`src/rtl/riscv_v_pkg.sv`:
```
// Shared types and constants for the vector issue queue between the scalar core and vector decode.
package riscv_v_pkg;

    localparam int XLEN             = 32;
    localparam int RISCV_V_IQ_DEPTH = 4;
    localparam int RISCV_V_IQ_AFULL = 3;

    typedef logic [31:0]     riscv_instruction_t;
    typedef logic [XLEN-1:0] riscv_data_t;

    // addi x0,x0,0 shown to decode whenever the queue has nothing to offer
    localparam riscv_instruction_t RISCV_V_NOP_INSTR = 32'h0000_0013;

    typedef struct packed {
        riscv_instruction_t instr;
        riscv_data_t        scalar;
    } riscv_v_iq_entry_t;

endpackage

```
`src/rtl/riscv_v_iq_ctrl.sv`:
```
// Pointer, occupancy and handshake control for the vector issue queue.
module riscv_v_iq_ctrl #(
    parameter int DEPTH       = 4,
    parameter int AFULL_LEVEL = 3
) (
    input  logic                       clk,
    input  logic                       rst,
    input  logic                       clear_pipe,
    input  logic                       push_valid,
    input  logic                       riscv_v_stall,
    output logic                       push_ready,
    output logic                       wr_en,
    output logic [$clog2(DEPTH)-1:0]   wr_ptr,
    output logic [$clog2(DEPTH)-1:0]   rd_ptr,
    output logic                       instr_valid_id,
    output logic [$clog2(DEPTH):0]     count,
    output logic                       almost_full,
    output logic                       empty
);

    localparam int PW = $clog2(DEPTH);
    localparam int CW = $clog2(DEPTH) + 1;

    logic pop;

    // Ready is derived from the registered count only, so decode stall never reaches the core combinationally.
    assign push_ready     = (count != CW'(DEPTH));
    assign empty          = (count == '0);
    assign almost_full    = (count >= CW'(AFULL_LEVEL));
    assign instr_valid_id = !empty;
    assign wr_en          = push_valid && push_ready && !clear_pipe;
    assign pop            = instr_valid_id && !riscv_v_stall;

    always_ff @(posedge clk) begin
        if (rst || clear_pipe) begin
            wr_ptr <= '0;
            rd_ptr <= '0;
            count  <= '0;
        end else begin
            if (wr_en) wr_ptr <= wr_ptr + PW'(1);
            if (pop)   rd_ptr <= rd_ptr + PW'(1);
            if (wr_en && !pop)
                count <= count + CW'(1);
            else if (pop && !wr_en)
                count <= count - CW'(1);
        end
    end

    a_no_push_when_full: assert property (@(posedge clk) disable iff (rst) !(wr_en && count == CW'(DEPTH)));
    a_count_bounded:     assert property (@(posedge clk) disable iff (rst) count <= CW'(DEPTH));
    a_empty_consistent:  assert property (@(posedge clk) disable iff (rst) (count == '0) == empty);

endmodule

```
`src/rtl/riscv_v_issue_queue.sv`:
```
// Issue queue decoupling scalar-core pushes of vector instructions from vector decode stalls.
module riscv_v_issue_queue
    import riscv_v_pkg::*;
#(
    parameter int DEPTH       = RISCV_V_IQ_DEPTH,
    parameter int AFULL_LEVEL = RISCV_V_IQ_AFULL
) (
    input  logic                     clk,
    input  logic                     rst,
    input  logic                     clear_pipe,
    input  logic                     push_valid,
    output logic                     push_ready,
    input  riscv_instruction_t       push_instr,
    input  riscv_data_t              push_scalar,
    input  logic                     riscv_v_stall,
    output logic                     instr_valid_id,
    output riscv_instruction_t       instruction_id,
    output riscv_data_t              int_rf_rd_data_id,
    output logic [$clog2(DEPTH):0]   count,
    output logic                     almost_full,
    output logic                     empty
);

    logic                       wr_en;
    logic [$clog2(DEPTH)-1:0]   wr_ptr;
    logic [$clog2(DEPTH)-1:0]   rd_ptr;
    riscv_v_iq_entry_t          entries [DEPTH];

    riscv_v_iq_ctrl #(
        .DEPTH       (DEPTH),
        .AFULL_LEVEL (AFULL_LEVEL)
    ) u_ctrl (
        .clk            (clk),
        .rst            (rst),
        .clear_pipe     (clear_pipe),
        .push_valid     (push_valid),
        .riscv_v_stall  (riscv_v_stall),
        .push_ready     (push_ready),
        .wr_en          (wr_en),
        .wr_ptr         (wr_ptr),
        .rd_ptr         (rd_ptr),
        .instr_valid_id (instr_valid_id),
        .count          (count),
        .almost_full    (almost_full),
        .empty          (empty)
    );

    // Storage is not reset; stale slots are masked by the valid-gated output mux.
    always_ff @(posedge clk) begin
        if (wr_en) begin
            entries[wr_ptr].instr  <= push_instr;
            entries[wr_ptr].scalar <= push_scalar;
        end
    end

    always_comb begin
        instruction_id    = RISCV_V_NOP_INSTR;
        int_rf_rd_data_id = '0;
        if (instr_valid_id) begin
            instruction_id    = entries[rd_ptr].instr;
            int_rf_rd_data_id = entries[rd_ptr].scalar;
        end
    end

endmodule

```
`config.mk`:
```
export PLATFORM = sky130hd
export DESIGN_NAME = riscv_v_issue_queue
export DESIGN_NICKNAME = d
export VERILOG_FILES = /design/src/rtl/riscv_v_pkg.sv /design/src/rtl/riscv_v_iq_ctrl.sv /design/src/rtl/riscv_v_issue_queue.sv
export SDC_FILE = /design/constraint.sdc
export NUM_CORES = 1
export LEC_CHECK = 0
export BUFFER_PORTS_ARGS = -buffer_cell sky130_fd_sc_hd__buf_2
export CAP_MARGIN = 20
export CORE_UTILIZATION = 61
export DETAILED_ROUTE_END_ITERATION = 8
export PLACE_DENSITY_LB_ADDON = 0.2
export SYNTH_ARGS = -nofsm -noshare
export SYNTH_HDL_FRONTEND = slang
export SYNTH_SLANG_ARGS = --single-unit
```
`constraint.sdc`:
```
create_clock -name clk -period 5.9 [get_ports clk]
set_input_delay 0.59 -clock clk [delete_from_list [all_inputs] [get_ports clk]]
set_output_delay 0.59 -clock clk [all_outputs]
set_load 0.03 [all_outputs]
```
==> results.yml, run 1 <==
pwr:
  finalPower_mw: 4.12
  vdd_drop_max_mv: 0.303
  power_density_nw_per_um2: 346
  leakage_nw: 4.12
final_layout:
  seq_area_um2: 7880
  final_area_um2: 11900
  stdcell_count: 842
  multiInputGateArea_um2: 2170
  drive_gt1_frac: 0.397
  n_fill_cell: 951
  post-route-util: 0.740
  final_nets: 680
  area_growth_pct: 16.4
job:
  drv_cap: 0
place:
  place_hpwl_mm: 9.71
  dp.cells: 793
  place_ws_ns: 2.81
  io_buffer_count: 139
  gp_congestion: 0.748
  dpl_cell_area_um2: 11000
logic_synthesis:
  synth_warnings: 0
  syn-mean-instance-area_um2: 22.3
  synth-seq-area-share: 0.769
  synthArstFlopShare: 0
  synth_edf_count: 256
  synth_area_um2: 10200
  synth_area_leader_cell: "edfxtp_1"
  synth_nets: 534
  synth.top_cell.area_share: 0.751
  synth.area.top_cells: "edfxtp_1, mux4_2, and2_1"
  synth_ff_type: "edfxtp_1"
  ys_seq_elements: 265
  yosys.cell_types.count: 32
  synthCells: 459
clock_network:
  cts_hold_buf: 0
  cts_setup_buffers: 0
  ctsResizeCount: 0
  h-tree-depth: 1
  cts_made_buffers: 26
  clockBufferDepth: 3
  clk_pin_slew_ns: 0.06
  clock-sinks: 265
  root_buffer: "clkbuf_16"
  clk_latency_ns: 0.51
  cts_tree: "done"
detailed_routing:
  drt-initial-drc-count: 296
  drc: 0
  antenna_left: 0
  via_count: 4799
  avgViaCountPerCell: 5.70
  wl_per_cell_um: 21.2
  routed_wl_mm: 17.9
  dr.pass1.iters: 4
floorplanning:
  row_count: 46
  die-area_um2: 17300
  core_region_area_um2: 16100
  io-pin-count: 140
  initial_core_util: 0.635
  die_w_um: 132
  fp.dieH_um: 132
setup_path:
  worstSetupEndpoint: "instruction_id[31]"
  rrSetupSlack_ns: 2.92
  end_kind: "primary output"
  crit_type: "register to primary output"
  critical_path.max_fanout: 39
  required_ns: 5.31
  r2r-end: "u_ctrl.count[2]"
  cp-start-kind: "register"
  reg2reg_depth: 9
  crit_arrival_ns: 2.92
  worstReg2RegStart: "u_ctrl.count[0]"
outcome:
  outcome: "completed"
timing:
  setup-tns-final_ns: 0
  rsz0062_at_grt: "false"
  max_freq_mhz: 285
  timing.final.crit_share: 0.596
  worst_hold_slack_ns: 0.290
  setup_viol_count_final: 0
  fin_crit_ns: 3.51
  maxSlewViolCount: 0
  slew_headroom: 0.334
  hold_viol_final: 0
  setup_slack_ns: 2.39
  fin_skew_ns: 0.00975
  tightestPinTransition_ns: 0.998
global_route:
  grt_max_degree: 65
  grt_usage: 0.214
  grt_pass1_vias: 5113
  overflow: 0
  grt_pass1_wl_mm: 28.1
  grt_antenna_before_repair: 2
hold_path:
  min_path_type: "input port to register"
-- power by group --
group	switching (mW)	total (mW)	internal, mW
clock	0.648	1.66	1.01
combinational	0.228	0.351	0.123
sequential	0.0157	2.11	2.10
-- per-layer routing --
layer	track usage	vias up	part of all wire
met2	0.365	145	0.52
met4	0.0459	2	0.0089
met3	0.0478	16	0.058
li1	-	2162	-
met1	0.285	2474	0.41
met5	0	-	0.00073
-- kinds of logic (layout without fill, tap and decap cells) --
kind of cell             count (synthesis)  count (layout)  share of synthesized area
multiplexers                            65              65                      0.143
AO/OA/AOI/OAI                           11              11                    0.00660
adder cells (fa/ha/maj)                  6               6                    0.00807
buffers and inverters                   27             193                     0.0215
flip-flops                             265             265                      0.769
AND/OR/NAND/NOR                         83              83                     0.0504
other                                    0               1                          0
XOR/XNOR                                 2               2                    0.00171
-- worst max-delay path, stage by stage, from the launching register on --
cell     delay [ns]
dfxtp_4        0.88
buf_4          0.57
mux4_1         0.62
and2_1         0.16
buf_2          0.17
-- worst min path at each step --
stage                                start  slack, ns              to  cells past startpoint
after floorplan           u_ctrl.rd_ptr[1]       0.46        register                      2
after global placement    u_ctrl.rd_ptr[1]       0.46        register                      2
after detailed placement  u_ctrl.rd_ptr[1]       0.49        register                      2
after CTS                   push_instr[27]       0.28  entries[1][59]                      1
after global routing        push_instr[23]       0.27  entries[1][55]                      1
final                       push_instr[28]       0.29  entries[2][60]                      1
-- cell type report --
cell class / count / area share
Sequential cell: 265 / 0.661
Multi-Input combinational cell: 167 / 0.182
Clock buffer: 36 / 0.0629
Timing Repair Buffer: 141 / 0.0596
Tap cell: 216 / 0.0227
Clock inverter: 12 / 0.0106
Inverter: 4 / 0.00126
Antenna cell: 1 / 0.000210
-- registers in the layout (all words and copies together), names as in the netlist, named ones only --
signal / flops
entries: 256
u_ctrl.rd_ptr: 2
u_ctrl.wr_ptr: 2
u_ctrl.count: 3
-- synth_stat cells (3+ instances only) --
| library cell | number |
|---|---|
| ha_1 | 5 |
| or2_1 | 3 |
| nor2_1 | 3 |
| or3_1 | 4 |
| clkbuf_1 | 7 |
| a21oi_1 | 5 |
| and3_1 | 4 |
| and2_1 | 61 |
| o21ai_0 | 3 |
| inv_1 | 3 |
| dfxtp_1 | 9 |
| mux4_1 | 4 |
| buf_2 | 7 |
| mux4_2 | 60 |
| edfxtp_1 | 256 |
| buf_12 | 6 |
-- cells in the final DEF, fill, tap and decap left out, types with 4 or more instances in the layout --
master,n
a21oi_1,5
and2_1,61
and3_4,4
buf_2,139
clkbuf_1,5
clkbuf_16,27
clkbuf_8,4
clkinv_1,7
dfxtp_1,7
edfxtp_1,256
ha_1,5
mux4_1,4
mux4_2,60
No activity file was read; power rests on OpenSTA's default activity.
==> run 2: changes to the inputs <==
Settings changed: CORE_UTILIZATION 61 to 51.
Clock period 5.9 ns to 3 ns, I/O delays scaled along.
==> results.yml, run 2 (synthesis results as in run 1) <==
clock_network:
  cts_tree: "done"
  h-tree-depth: 1
  clockBufferDepth: 3
  clock-sinks: 265
  cts_made_buffers: 27
  root_buffer: "clkbuf_16"
  clk_latency_ns: 0.52
  clk_pin_slew_ns: 0.06
final_layout:
  final_cell_mix: "edfxtp_1, buf_2, dlygate4sd3_1, and2_1, mux4_2"
  largest_register_ffs: 256
  n_fill_cell: 1367
  area_growth_pct: 24.0
  reg_top3: "entries (256), u_ctrl.count (3)"
  drive_gt1_frac: 0.368
  top_register: "entries"
  seq_area_um2: 7880
  layout_commonest_cell: "edfxtp_1"
  final_nets: 755
  antenna_cells: 0
  multiInputGateArea_um2: 2170
setup_path:
  r2r-end: "u_ctrl.count[2]"
  end_kind: "primary output"
  required_ns: 2.70
  cp_slowest_cell: "dfxtp_4"
  rrSetupSlack_ns: 0.73
  critical_path.max_fanout: 26
  reg2reg_depth: 8
  worstReg2RegStart: "u_ctrl.count[0]"
  path_cells: "buf_4 > mux4_1 > and2_1 > buf_2"
  critPathMaxStageDelay_ns: 0.68
  crit_type: "register to primary output"
  cp-start-kind: "register"
  crit_arrival_ns: 2.39
detailed_routing:
  wl_per_cell_um: 19.6
  routed_wl_mm: 19.0
  drc: 0
  avgViaCountPerCell: 5.29
  via_count: 5108
  dr.pass1.iters: 6
  drt-initial-drc-count: 233
  antenna_left: 0
global_route:
  grt_antenna_before_repair: 0
  grt_usage: 0.193
  use_met3: 0.0347
  overflow: 0
  grt_pass1_wl_mm: 29.5
  met1_usage: 0.246
  grt_pass1_vias: 5577
  grt_max_degree: 64
  grtUsageMet2: 0.339
  grt.busiest_layer: "met2"
timing:
  rsz0062_at_grt: "false"
  fin_skew_ns: 0.00974
  setup_slack_ns: 0.305
  slew_headroom: 0.560
  timing.final.crit_share: 0.898
  setup-tns-final_ns: 0
  hold_viol_final: 0
  tightestPinTransition_ns: 0.660
  maxSlewViolCount: 0
  fin_crit_ns: 2.69
  setup_viol_count_final: 0
  max_freq_mhz: 371
floorplanning:
  die-area_um2: 20600
  die_w_um: 144
  core_region_area_um2: 19600
  row_count: 51
  fp.dieH_um: 144
  io-pin-count: 140
  initial_core_util: 0.523
hold_path:
  hold_path_end: "entries[0][57]"
  min_path_cells: 1
  min_path_type: "input port to register"
  holdCritStartpoint: "push_instr[25]"
place:
  io_buffer_count: 139
  gp_congestion: 0.715
  place_hpwl_mm: 11.0
  place_ws_ns: 0.665
pwr:
  power_density_nw_per_um2: 625
  vdd_drop_max_mv: 0.686
  leakage_nw: 4.43
job:
  drv_cap: 0
outcome:
  outcome: "completed"
==> run 2: cell types whose count changed in the layout (fill, tap and decap cells not counted), sizes merged <==
| cell | change |
|---|---|
| buf | +11 |
| bufinv | -2 |
| clkbuf | -4 |
| clkinv | +7 |
| diode | -1 |
| dlygate4sd3 | +63 |
| inv | +1 |
==> run 2: final cells by class <==
type                       count  area share
sequential                   265       0.620
multi-input combinational    167       0.171
clock inverter                18     0.00838
timing repair buffer         215       0.118
tap                          265      0.0261
inverter                       4     0.00118
clock buffer                  32      0.0547
==> run 2: what timing repair did <==
action	in CTS	in global routing
gates resized for setup	0	0
hold buffers	63	0
setup buffers	0	0
hold endpoints to repair	251	0
==> run 2: where the power goes <==
| group | total (mW) | internal (mW) | switching [mW] | leakage, nW |
|---|---|---|---|---|
| clock network | 3.01 | 1.73 | 1.28 | 0.396 |
| registers | 4.15 | 4.12 | 0.0262 | 2.40 |
| logic | 0.778 | 0.306 | 0.473 | 1.63 |
| total | 7.94 | 6.16 | 1.78 | 4.43 |
==> run 2: worst max-delay path, delay by kind of cell (launching register included) <==
family	cells	cell delay, ns
AND/OR/NAND/NOR	1	0.16
buffers and inverters	2	0.47
multiplexers	1	0.55
flip-flops	1	0.68
==> run 2: worst max-delay path by stage <==
stage                    startpoint            endpoint  slack, ns
floorplan           u_ctrl.count[0]     u_ctrl.count[2]       0.61
global placement         clear_pipe     u_ctrl.count[2]       0.76
detailed placement       clear_pipe     u_ctrl.count[2]       0.67
CTS                        register  instruction_id[31]       0.22
global route               register  instruction_id[31]       0.15
finish                     register  instruction_id[31]       0.31
==> run 2: stage by stage <==
step | hold WS, ns | power (mW) | cells | cell area, µm² | utilization
CTS | 0.00214 | 8.01 | 966 | 12700 | 0.648
finish | 0.0284 | 7.94 | 966 | 12700 | 0.648
floorplan | 0.399 | 4.70 | 459 | 10200 | -
global placement | 0.465 | 4.93 | 853 | 11300 | 0.575
detailed placement | 0.503 | 4.95 | 853 | 11300 | 0.575
global route | 0.00946 | 8.18 | 966 | 12700 | 0.648
==> run 2: metal layers <==
metal | vias up | wire length [µm]
li1 | 2315 | -
met1 | 2632 | 8010
met2 | 134 | 9800
met3 | 27 | 825
met4 | 0 | 316
met5 | - | 0
